**src/rtl/vga_fb_arbiter_pkg.sv**
```systemverilog
// Shared types and sizing for the framebuffer arbiter: posted-write entry and read FSM states.
package fb_arb_pkg;

  localparam int FB_AW         = 15;
  localparam int FB_DW         = 32;
  localparam int FB_FIFO_DEPTH = 4;

  typedef struct packed {
    logic [FB_AW-1:0] addr;
    logic [3:0]       ble;
    logic [FB_DW-1:0] wdata;
  } fb_wr_t;

  typedef enum logic [1:0] {
    RD_IDLE,
    RD_WAIT,
    RD_DATA
  } fb_rd_state_t;

endpackage

```
**src/rtl/vga_fb_arbiter_fifo.sv**
```systemverilog
// Posted CPU write FIFO; pointers carry one extra wrap bit so full and empty are distinguishable.
module fb_wr_fifo
  import fb_arb_pkg::*;
#(
  parameter int DEPTH = FB_FIFO_DEPTH
) (
  input  logic                     clk,
  input  logic                     resetb,
  input  logic                     push,
  input  fb_wr_t                   push_data,
  input  logic                     pop,
  output fb_wr_t                   head,
  output logic                     full,
  output logic                     empty,
  output logic [$clog2(DEPTH):0]   level
);

  localparam int PW = $clog2(DEPTH);

  fb_wr_t        mem_q [DEPTH];
  fb_wr_t        mem_d [DEPTH];
  logic [PW:0]   wr_ptr_q, wr_ptr_d;
  logic [PW:0]   rd_ptr_q, rd_ptr_d;
  logic          push_ok, pop_ok;

  assign empty   = (wr_ptr_q == rd_ptr_q);
  assign full    = (wr_ptr_q[PW] != rd_ptr_q[PW]) &&
                   (wr_ptr_q[PW-1:0] == rd_ptr_q[PW-1:0]);
  assign level   = wr_ptr_q - rd_ptr_q;
  assign head    = mem_q[rd_ptr_q[PW-1:0]];
  assign push_ok = push && !full;
  assign pop_ok  = pop && !empty;

  always_comb begin
    mem_d    = mem_q;
    wr_ptr_d = wr_ptr_q;
    rd_ptr_d = rd_ptr_q;
    if (push_ok) begin
      mem_d[wr_ptr_q[PW-1:0]] = push_data;
      wr_ptr_d                = wr_ptr_q + 1'b1;
    end
    if (pop_ok) begin
      rd_ptr_d = rd_ptr_q + 1'b1;
    end
  end

  always_ff @(posedge clk or negedge resetb) begin
    if (!resetb) begin
      wr_ptr_q <= '0;
      rd_ptr_q <= '0;
    end else begin
      wr_ptr_q <= wr_ptr_d;
      rd_ptr_q <= rd_ptr_d;
    end
  end

  // Entry storage is data only; emptiness is tracked solely by the pointers.
  always_ff @(posedge clk) begin
    mem_q <= mem_d;
  end

endmodule

```
**src/rtl/vga_fb_arbiter.sv**
```systemverilog
// Single-port framebuffer RAM arbiter: pixel fetch > posted CPU write > CPU read, one slot per cycle.
module vga_fb_arbiter
  import fb_arb_pkg::*;
#(
  parameter int FIFO_DEPTH = FB_FIFO_DEPTH,
  parameter int AW         = FB_AW,
  parameter int DW         = FB_DW
) (
  input  logic                         clk,
  input  logic                         resetb,
  input  logic                         cpu_req,
  input  logic                         cpu_we,
  input  logic [AW-1:0]                cpu_addr,
  input  logic [3:0]                   cpu_ble,
  input  logic [DW-1:0]                cpu_wdata,
  output logic                         cpu_ready,
  output logic                         cpu_rvalid,
  output logic [DW-1:0]                cpu_rdata,
  input  logic                         pix_req,
  input  logic [AW-1:0]                pix_addr,
  output logic                         pix_rvalid,
  output logic [DW-1:0]                pix_rdata,
  output logic                         ram_en,
  output logic [3:0]                   ram_we,
  output logic [AW-1:0]                ram_addr,
  output logic [DW-1:0]                ram_wdata,
  input  logic [DW-1:0]                ram_rdata,
  output logic [$clog2(FIFO_DEPTH):0]  fifo_level
);

  fb_rd_state_t  rd_state_q, rd_state_d;
  logic [AW-1:0] rd_addr_q, rd_addr_d;
  logic          pix_vld_q, pix_vld_d;

  fb_wr_t        wr_entry;
  fb_wr_t        wr_head;
  logic          fifo_full, fifo_empty;
  logic          rd_busy, wr_push, wr_pop, rd_accept, rd_issue;

  // AW/DW are expected to match the package widths that size fb_wr_t.
  assign wr_entry = '{addr: cpu_addr, ble: cpu_ble, wdata: cpu_wdata};

  assign rd_busy   = (rd_state_q != RD_IDLE);
  assign cpu_ready = !rd_busy && (cpu_we ? !fifo_full : 1'b1);
  assign wr_push   = cpu_req && cpu_we && cpu_ready;
  assign rd_accept = cpu_req && !cpu_we && cpu_ready;
  assign wr_pop    = !pix_req && !fifo_empty;
  // Reads wait for an empty FIFO so they observe every earlier posted write.
  assign rd_issue  = (rd_state_q == RD_WAIT) && !pix_req && fifo_empty;

  fb_wr_fifo #(
    .DEPTH (FIFO_DEPTH)
  ) u_wr_fifo (
    .clk       (clk),
    .resetb    (resetb),
    .push      (wr_push),
    .push_data (wr_entry),
    .pop       (wr_pop),
    .head      (wr_head),
    .full      (fifo_full),
    .empty     (fifo_empty),
    .level     (fifo_level)
  );

  always_comb begin
    rd_state_d = rd_state_q;
    rd_addr_d  = rd_addr_q;
    case (rd_state_q)
      RD_IDLE: begin
        if (rd_accept) begin
          rd_addr_d  = cpu_addr;
          rd_state_d = RD_WAIT;
        end
      end
      RD_WAIT: begin
        if (rd_issue) rd_state_d = RD_DATA;
      end
      RD_DATA: rd_state_d = RD_IDLE;
      default: rd_state_d = RD_IDLE;
    endcase
  end

  assign pix_vld_d = pix_req;

  always_ff @(posedge clk or negedge resetb) begin
    if (!resetb) begin
      rd_state_q <= RD_IDLE;
      pix_vld_q  <= 1'b0;
    end else begin
      rd_state_q <= rd_state_d;
      pix_vld_q  <= pix_vld_d;
    end
  end

  always_ff @(posedge clk) begin
    rd_addr_q <= rd_addr_d;
  end

  // Slot mux; the RAM port is held quiet while reset is asserted.
  always_comb begin
    ram_en    = 1'b0;
    ram_we    = 4'b0000;
    ram_addr  = '0;
    ram_wdata = '0;
    if (resetb) begin
      if (pix_req) begin
        ram_en   = 1'b1;
        ram_addr = pix_addr;
      end else if (!fifo_empty) begin
        ram_en    = 1'b1;
        ram_we    = wr_head.ble;
        ram_addr  = wr_head.addr;
        ram_wdata = wr_head.wdata;
      end else if (rd_state_q == RD_WAIT) begin
        ram_en   = 1'b1;
        ram_addr = rd_addr_q;
      end
    end
  end

  assign cpu_rvalid = (rd_state_q == RD_DATA);
  assign cpu_rdata  = cpu_rvalid ? ram_rdata : '0;
  assign pix_rvalid = pix_vld_q;
  assign pix_rdata  = ram_rdata;

endmodule

```
**config.mk**
```make
export PLATFORM = sky130hd
export DESIGN_NAME = vga_fb_arbiter
export DESIGN_NICKNAME = d
export VERILOG_FILES = /design/src/rtl/vga_fb_arbiter_pkg.sv /design/src/rtl/vga_fb_arbiter_fifo.sv /design/src/rtl/vga_fb_arbiter.sv
export SDC_FILE = /design/constraint.sdc
export NUM_CORES = 1
export LEC_CHECK = 0
export BUFFER_PORTS_ARGS = -buffer_cell sky130_fd_sc_hd__buf_2
export CAP_MARGIN = 20
export CORE_MARGIN = 5
export CORE_UTILIZATION = 38
export DETAILED_ROUTE_END_ITERATION = 12
export PLACE_DENSITY = 0.67
export SLEW_MARGIN = 25
export SYNTH_ARGS = -nofsm -noshare
export SYNTH_HDL_FRONTEND = slang
export SYNTH_SLANG_ARGS = --single-unit
```
**constraint.sdc**
```tcl
create_clock -name clk -period 3.56 [get_ports clk]
set_clock_uncertainty 0.05 [all_clocks]
set_input_delay 0.712 -clock clk [delete_from_list [all_inputs] [get_ports clk]]
set_output_delay 0.712 -clock clk [all_outputs]
set_load 0.1 [all_outputs]
```
; ---- Word level (Yosys, flattened, before mapping)
; Index checks and enable logic that the tools add are counted.
[word_totals]
ff_bits = 228
in_bits = 103
output_inout_bits = 122
elab_cells = 78
[classes]
add_sub_neg = 3
n_lt_le_gt_ge = 3
eq_ne = 7
muxes = 25
bitwise = 2
reduce_logical = 21
[ops]
columns = cell, n
row1 = $bwmux 204, 1
row2 = $mux 51, 3
row3 = $mux 32, 4
row4 = $bmux 51 s2, 1
row5 = $demux 51 s2, 1
row6 = $mux 15, 4
row7 = $logic_and 1x1->1, 12
row8 = $mux 4, 3
row9 = $add 3x1->3 const B, 2
row10 = $ge 3x3->1 const B, 2
row11 = $not 2->3, 2
row12 = $logic_not 1->1, 5
row13 = $mux 1, 5
row14 = $mux 2, 2
row15 = $ne 2x2->1 const B, 2
row16 = $pmux 2 s2, 1
row17 = $reduce_and 2->1, 2
row18 = $eq 3x3->1, 1
row19 = $lt 3x1->1 const B, 1
row20 = $sub 3x3->3, 1
row21 = $eq 2x1->1 const B, 1
row22 = $eq 2x2->1, 1
row23 = $eq 2x2->1 const B, 1
row24 = $logic_not 2->1, 1
row25 = 2 further kinds, 2

; ---- Longest topological paths before layout
; Gate-level depths: netlist of run 1.
[depth]
ltp_word = 8
mapped_depth = 8
mapped_depth_nobuf = 5

; ---- Cells and area by module
; Synthesis of run 1 repeated with hierarchy kept, for this count alone.
[unflattened]
cells_unflattened = 504
hier_area_um2 = 9577.9
[by_module_without_submodules]
columns = module, n_inst, cells_per_inst, area_per_inst_um2, seq_area_each_um2
row1 = fb_wr_fifo, 1, 312, 7811.2, 6276.0
row2 = vga_fb_arbiter, 1, 192, 1766.7, 525.5

; ---- Worst setup path before layout of run 1
; Ideal clock, no wire load.
[synth_path]
path_type = register -> output
startpoint = register u_wr_fifo.rd_ptr_q[1]
endpoint = output port ram_addr[5]
arrival_time_ps = 3928
t_required_ps = 2798
setup_slack_ps = -1130
path_stages_with_launch = 8
path_buffers = 3
cell_sequence = dfrtp_1 > buf_2 > buf_1 > inv_1 > ha_1 > a31oi_4 > buf_6 > a221oi_1
[synth_between]
elab_chain_len = 7
word_cells_on_any_way = 8
cone_classes = 1 x eq/ne / 6 x mux / 1 x bitwise
[synth_rtl]
columns = element, line
row1 = start: declaration, vga_fb_arbiter_fifo.sv:23  ; logic [PW:0] rd_ptr_q, rd_ptr_d;
row2 = start signal: assignment, vga_fb_arbiter_fifo.sv:53  ; rd_ptr_q <= rd_ptr_d;
row3 = $not 2->3 (implied by the code), vga_fb_arbiter_fifo.sv:30  ; assign head = mem_q[rd_ptr_q[PW-1:0]];
row4 = $bmux 51 s2, vga_fb_arbiter_fifo.sv:30
row5 = $mux 51 (implied by the code) (2 in series), vga_fb_arbiter_fifo.sv:30
row6 = $mux 15 (*), vga_fb_arbiter.sv:109  ; end else if (!fifo_empty) begin
row7 = $mux 15 (*), vga_fb_arbiter.sv:106  ; if (pix_req) begin
row8 = $mux 15 (*), vga_fb_arbiter.sv:105  ; if (resetb) begin
row9 = end: declaration, vga_fb_arbiter.sv:25  ; output logic [AW-1:0] ram_addr,
; Mark *: on every way between the ends. The rest lies on a longest branch, timed or not. The select of a mux whose other input is x is not followed.

; ---- Worst setup path in the final report of run 1
[layout_path]
startpoint = register u_wr_fifo.wr_ptr_q[0]
endpoint = output port ram_addr[2]
[layout_between]
elab_chain_len = 4
[layout_rtl]
columns = element, line
row1 = start: declaration, vga_fb_arbiter_fifo.sv:22  ; logic [PW:0] wr_ptr_q, wr_ptr_d;
row2 = start signal: assignment, vga_fb_arbiter_fifo.sv:52  ; wr_ptr_q <= wr_ptr_d;
row3 = $eq 3x3->1, vga_fb_arbiter_fifo.sv:26  ; assign empty = (wr_ptr_q == rd_ptr_q);
row4 = $mux 15, vga_fb_arbiter.sv:109
row5 = $mux 15, vga_fb_arbiter.sv:106
row6 = $mux 15, vga_fb_arbiter.sv:105
; No other way between the ends.

==> results of run 1 <==
[final timing paths]
path,from,depth (start not counted),slack (ps),to
max,u_wr_fifo.wr_ptr_q[0],7,140,ram_addr[2]
min,resetb,1,100,u_wr_fifo.rd_ptr_q[0]
max reg2reg,u_wr_fifo.wr_ptr_q[0],6,1070,u_wr_fifo.mem_q[163]
min reg2reg,u_wr_fifo.rd_ptr_q[2],1,510,u_wr_fifo.rd_ptr_q[2]
max in group asynchronous,resetb,2,2900,rd_state_q[0]
min in group clk,pix_req,1,370,pix_rvalid
[power by group through the flow]
stage	registers, uW	clock network (uW)	logic [uW]
floorplan	3340	0	3660
global placement	3350	0	4790
detailed placement	3360	0	4810
CTS	3300	2530	4820
global route	3320	2650	4980
finish	3300	2450	4720
[cell usage after synthesis, drive strengths merged]
cell type,n,area [um2]
edfxtp,219,6580
mux4,51,1150
buf,48,347
nor2b,38,238
and2,37,231
inv,23,86.3
nand2,17,63.8
a221oi,15,175
o21ai,15,75.1
dfrtp,9,225
clkbuf,8,30.0
ha,7,87.6
xnor2,5,51.3
nor2,3,11.3
a21boi,2,15.0
mux2,2,22.5
o211ai,2,20.0
xor2,2,17.5
a31oi,1,21.3
fa,1,20.0
nor3,1,10.0
o2111a,1,11.3
o2111ai,1,8.76
o22ai,1,6.26
[state kept, by name, indices dropped and copies added (netlist names)]
register            cells
rd_addr_q              15
u_wr_fifo.rd_ptr_q      3
rd_state_q              2
pix_rvalid              1
u_wr_fifo.wr_ptr_q      3
u_wr_fifo.mem_q       204
[cell type report]
type | instances | area, um2
inverter | 23 | 86.3
timing repair buffer | 240 | 1770
sequential | 228 | 6810
clock inverter | 12 | 135
clock buffer | 31 | 648
fill | 2038 | 12200
multi-input combinational | 202 | 2410
tap | 324 | 405
[critical path: cells and delay by family (launching register included)]
kind                     cells  cell delay [ps]
adder cells (fa/ha/maj)      1              300
flip-flops                   1              400
buffers and inverters        3              810
AND/OR/NAND/NOR              2              350
AO/OA/AOI/OAI                1              270
[cells in the final DEF, fill, tap and decap left out, types with 2 or more instances in the layout]
cell type   Yosys  final
edfxtp_1      219    219
buf_2          10    194
mux4_2         51     51
nor2b_1        38     37
buf_12          0     36
and2_1         37     34
clkbuf_16       0     25
inv_1          23     22
nand2_1        17     17
o21ai_0        15     15
buf_4          33      9
a221oi_4        0      8
a221oi_2        7      7
ha_1            7      7
dfrtp_1         9      7
clkbuf_1        8      6
xnor2_1         4      4
clkinv_1        0      4
and2_2          0      3
clkinv_2        0      3
bufinv_16       0      3
nor2_1          3      2
xor2_1          2      2
a21boi_2        0      2
mux2_2          2      2
clkinvlp_4      0      2
[what timing repair did]
item	in CTS	in global routing
endpoints found under the setup margin	0	30
hold endpoints to repair	0	0
gates resized for setup	0	1
[cell families (layout without fill, tap and decap cells)]
kind of cell	after synthesis	after routing	synth area share, %
flops	228	228	71.6
simple gates	96	96	5.84
buf+inv	79	306	4.87
mux	53	53	12.3
compound gates	38	38	3.50
fa+ha+maj	8	8	1.13
xor+xnor	7	7	0.724
[through the flow]
stage | TNS [ps] | cells | hold slack [ps] | cell area (um2) | setup slack (ps)
floorplan | -15360 | 509 | 366 | 9650 | -384
global placement | 0 | 1017 | 499 | 11500 | 549
detailed placement | 0 | 1017 | 507 | 11500 | 528
CTS | 0 | 1060 | 87.0 | 12300 | 38.5
global route | 0 | 1060 | 93.5 | 12300 | 1.41
finish | 0 | 1060 | 104 | 12300 | 136
[metal layers]
| layer | part of all wire (%) | track usage, % |
|---|---|---|
| met5 | 0.19 | 0 |
| met4 | 1.8 | 3.03 |
| met3 | 8.6 | 4.48 |
| met2 | 52 | 27.6 |
| met1 | 38 | 17.8 |
==> results.py, run 1 <==
metrics = {
    "run_status": {
        "outcome": "finished, final reports clean",
    },
    "clocking": {
        "cts_buffers": 24,
        "clk_pin_slew_ps": 60,
        "cts.htree.levels": 1,
        "cts-root-buf": "clkbuf_16",
        "clk_latency_ps": 500,
        "cts_setup_buffers": 0,
        "cts_tree": "yes",
        "holdBufCountCts": 0,
        "clockBufferDepth": 3,
        "clock-sinks": 228,
    },
    "logic_synthesis": {
        "synthesis.area_um2": 9500,
        "yosys.cell_types.count": 30,
        "ys_seq_elements": 228,
        "syn_inst": 509,
        "ys_seq_area_share_pct": 71.6,
        "yosysWarnings": 0,
        "syn_nets": 620,
        "syn_area_per_cell_um2": 18.7,
    },
    "pwr": {
        "finalPower_uw": 10500,
        "netSwitchingFraction_pct": 41.1,
        "power_per_cell_area_nw_per_um2": 854,
        "intPower_uw": 6170,
        "clkPwrFrac_pct": 23.4,
        "peakVddDrop_uv": 650,
        "combinationalPowerShare_pct": 45.1,
        "net-switching-power_uw": 4300,
        "p_seq_share_pct": 31.5,
        "leakagePower_uw": 0.00454,
    },
    "timing": {
        "tightest_slew_ps": 582,
        "fin_crit_sh_pct": 96.2,
        "drv_slew": 0,
        "slew_headroom_pct": 61.5,
        "fmax_ghz": 0.292,
        "rsz0062_at_grt": "no",
        "setup_violations": 0,
        "hold_viol": 0,
        "min_period_ps": 3420,
    },
    "floorplan": {
        "ios": 225,
        "row_count": 57,
        "die_h_um": 168,
        "die_area_um2": 28300,
        "core_region_area_um2": 24500,
        "die_w_um": 168,
        "start_util_pct": 38.8,
    },
    "global_routing": {
        "grt_max_degree": 54,
        "grt_remaining_overflow": 0,
        "grt_first_pass_wirelength_mm": 33.3,
        "grt_pass1_vias": 5684,
        "antenna_found_initial": 3,
        "grtUsageTotal_pct": 15.1,
    },
    "finish": {
        "drive_gt1_share_pct": 48.2,
        "final_nets": 830,
        "area_delta_synth_final_pct": 29.0,
        "n_antenna_cell": 0,
        "fin_util_pct": 50.1,
    },
    "flow_run": {
        "drv_cap": 0,
    },
    "critical_path": {
        "critPathKind": "reg -> out",
        "crit_chain": "inv_1, ha_1, nand2_1, nor3_4, buf_12, a221oi_4, buf_2",
        "crit_path_max_fanout": 18,
        "crit_arrival_ps": 2660,
        "end_kind": "output pin",
        "worstPathRequired_ps": 2800,
        "slowest_delay_ps": 470,
        "startpoint_type": "flip-flop",
        "cpMaxStageDelayCell": "buf_2",
    },
    "routing": {
        "wl_per_cell_um": 20.6,
        "routed_wl_mm": 21.8,
        "drt_pass1_iterations": 4,
        "drt_iter0_drc": 225,
        "via_per_inst": 4.94,
        "drt.antenna.violating_nets": 0,
        "via_count": 5235,
        "route.detailed.drc": 0,
    },
    "worst_hold_path": {
        "worstHoldPathType": "in -> async",
    },
    "placement": {
        "port_buffers": 224,
        "gp_congestion": 0.803,
        "dp_hpwl_mm": 14.4,
    },
}
(Power assumes the default switching activity.)
==> run 2, diff against run 1 <==
==> constraint.sdc (replaced) <==
create_clock -name clk -period 3.56 [get_ports clk]
set_clock_uncertainty 0.05 [all_clocks]
set_input_delay 0.534 -clock clk [delete_from_list [all_inputs] [get_ports clk]]
set_output_delay 0.534 -clock clk [all_outputs]
set_load 0.1 [all_outputs]
==> run 2 against run 1 <==
Core utilization fell by 1.7 points. Combinational power decreased by 5.7%. Routed wire length grew 0.36%. Sequential share of layout area is 2.0 points higher. Critical endpoint is now ram_addr[13]. Largest cell class unchanged.
==> results.py, run 2 (synthesis results as in run 1) <==
metrics = {
    "floorplan": {
        "die_h_um": 168,
        "ios": 225,
        "start_util_pct": 38.8,
        "row_count": 57,
        "core_region_area_um2": 24500,
        "die_w_um": 168,
        "die_area_um2": 28300,
    },
    "global_routing": {
        "antenna_found_initial": 6,
        "grt_first_pass_wirelength_mm": 33.2,
        "grt_remaining_overflow": 0,
        "grt_pass1_vias": 5615,
        "grtUsageTotal_pct": 15.1,
        "grt_max_degree": 55,
    },
    "finish": {
        "reg.largest.list": "u_wr_fifo.mem_q: 204 flops, rd_addr_q: 15 flops",
        "fin_util_pct": 48.4,
        "multi_input_area_um2": 2450,
        "area_delta_synth_final_pct": 24.6,
        "final_cell_mix": "219 x edfxtp_1, 217 x buf_2, 51 x mux4_2",
        "seqCellArea_um2": 6810,
        "top_register": "u_wr_fifo.mem_q",
        "drive_gt1_share_pct": 52.6,
        "fillers": 2089,
        "final_nets": 833,
        "largest_reg_flops": 204,
        "layout_commonest_cell": "edfxtp_1",
        "n_antenna_cell": 0,
    },
    "clocking": {
        "clock-sinks": 228,
        "cts_tree": "yes",
        "clk_latency_ps": 510,
        "cts-root-buf": "clkbuf_16",
        "clk_pin_slew_ps": 70,
        "cts_buffers": 23,
        "clockBufferDepth": 3,
        "cts.htree.levels": 1,
    },
    "timing": {
        "slew_headroom_pct": 37.6,
        "setup_violations": 0,
        "hold_viol": 0,
        "tns_ps": 0,
        "fmax_ghz": 0.292,
        "fin_crit_sh_pct": 96.1,
        "tightest_slew_ps": 935,
        "min_period_ps": 3420,
        "drv_slew": 0,
        "rsz0062_at_grt": "no",
    },
    "placement": {
        "gp_congestion": 0.812,
        "port_buffers": 224,
        "dp_hpwl_mm": 14.5,
    },
    "critical_path": {
        "worstPathRequired_ps": 2980,
        "reg2regPathDepth": 5,
        "r2r-start": "u_wr_fifo.rd_ptr_q[0]",
        "end_kind": "output pin",
        "r2r-end": "u_wr_fifo.mem_q[170]",
        "crit_arrival_ps": 2840,
        "r2r_slack_ps": 1020,
        "startpoint_type": "flip-flop",
        "critPathKind": "reg -> out",
        "crit_path_max_fanout": 9,
    },
    "flow_run": {
        "drv_cap": 0,
    },
    "routing": {
        "route.detailed.drc": 0,
        "wl_per_cell_um": 20.6,
        "via_per_inst": 4.95,
        "drt.antenna.violating_nets": 0,
        "via_count": 5257,
        "routed_wl_mm": 21.9,
        "drt_pass1_iterations": 4,
        "drt_iter0_drc": 275,
    },
    "worst_hold_path": {
        "min_to": "u_wr_fifo.mem_q[155]",
        "hold_path_depth": 1,
        "hp-start": "cpu_wdata[2]",
        "worstHoldPathType": "in -> reg",
    },
    "pwr": {
        "power_per_cell_area_nw_per_um2": 856,
        "leakagePower_uw": 0.00447,
        "peakVddDrop_uv": 639,
    },
    "run_status": {
        "outcome": "finished, final reports clean",
    },
}
-- run 2: cell count changes in the layout (fill, tap and decap cells not counted), sizes merged --
cell | before | now
buf | 240 | 237
clkbuf | 31 | 32
clkinv | 7 | 10
clkinvlp | 2 | 0
dlygate4sd3 | 0 | 1
inv | 23 | 24
-- run 2: area by class of cell --
class	count	area share, %
clock buffers	26	4.96
multi-input cells	202	20.7
clock inverters	14	1.34
flip-flops and latches	228	57.5
repair buffers	244	11.3
well taps	324	3.43
inverters	23	0.730
-- run 2: worst max path at each step --
stage / startpoint / to / slack (ps)
finish: u_wr_fifo.rd_ptr_q[0] / ram_addr[13] / 140
global route: u_wr_fifo.wr_ptr_q[0] / ram_addr[13] / 4
CTS: u_wr_fifo.rd_ptr_q[0] / ram_addr[4] / 60
global placement: u_wr_fifo.rd_ptr_q[0] / ram_wdata[1] / 600
detailed placement: u_wr_fifo.rd_ptr_q[0] / ram_wdata[5] / 560
floorplan: u_wr_fifo.rd_ptr_q[1] / ram_addr[0] / -930
-- run 2: per-stage QoR --
stage / setup slack, ps / power [uW] / cell area [um2] / hold slack (ps) / cells
floorplan: -935 / 7020 / 9690 / 188 / 509
global placement: 597 / 7840 / 11000 / 497 / 1017
detailed placement: 556 / 7860 / 11000 / 515 / 1017
CTS: 57.9 / 10300 / 11800 / 160 / 1061
global route: 3.93 / 10600 / 11800 / 166 / 1061
finish: 138 / 10100 / 11800 / 184 / 1061
-- run 2: report_power, final --
part,switching [uW],internal [uW]
registers,83.4,3220
clock network,970,1410
logic,3210,1240
-- run 2: timing repair --
item	4_1_cts	5_1_grt
resized for setup	0	8
hold buffers	1	0
buffers inserted	3	0
setup endpoints to repair	19	7
endpoints found under the hold margin	9	0
pin swaps	1	0
gates cloned	0	0
-- run 2: worst max-delay path: stages (launching register included) --
cell,delay (ps)
dfrtp_4,490
ha_1,360
nand2_1,270
nor3_4,80
buf_4,200
buf_4,220
a221oi_4,220
buf_2,460
-- run 2: routing by layer --
layer  track usage (%)  up-vias  wire length [um]
met3              4.15       40              1790
met5                 0        -                89
met4              3.35       12               350
li1                  -     2365                 -
met1              18.2     2628              8270
met2              27.3      212             11400
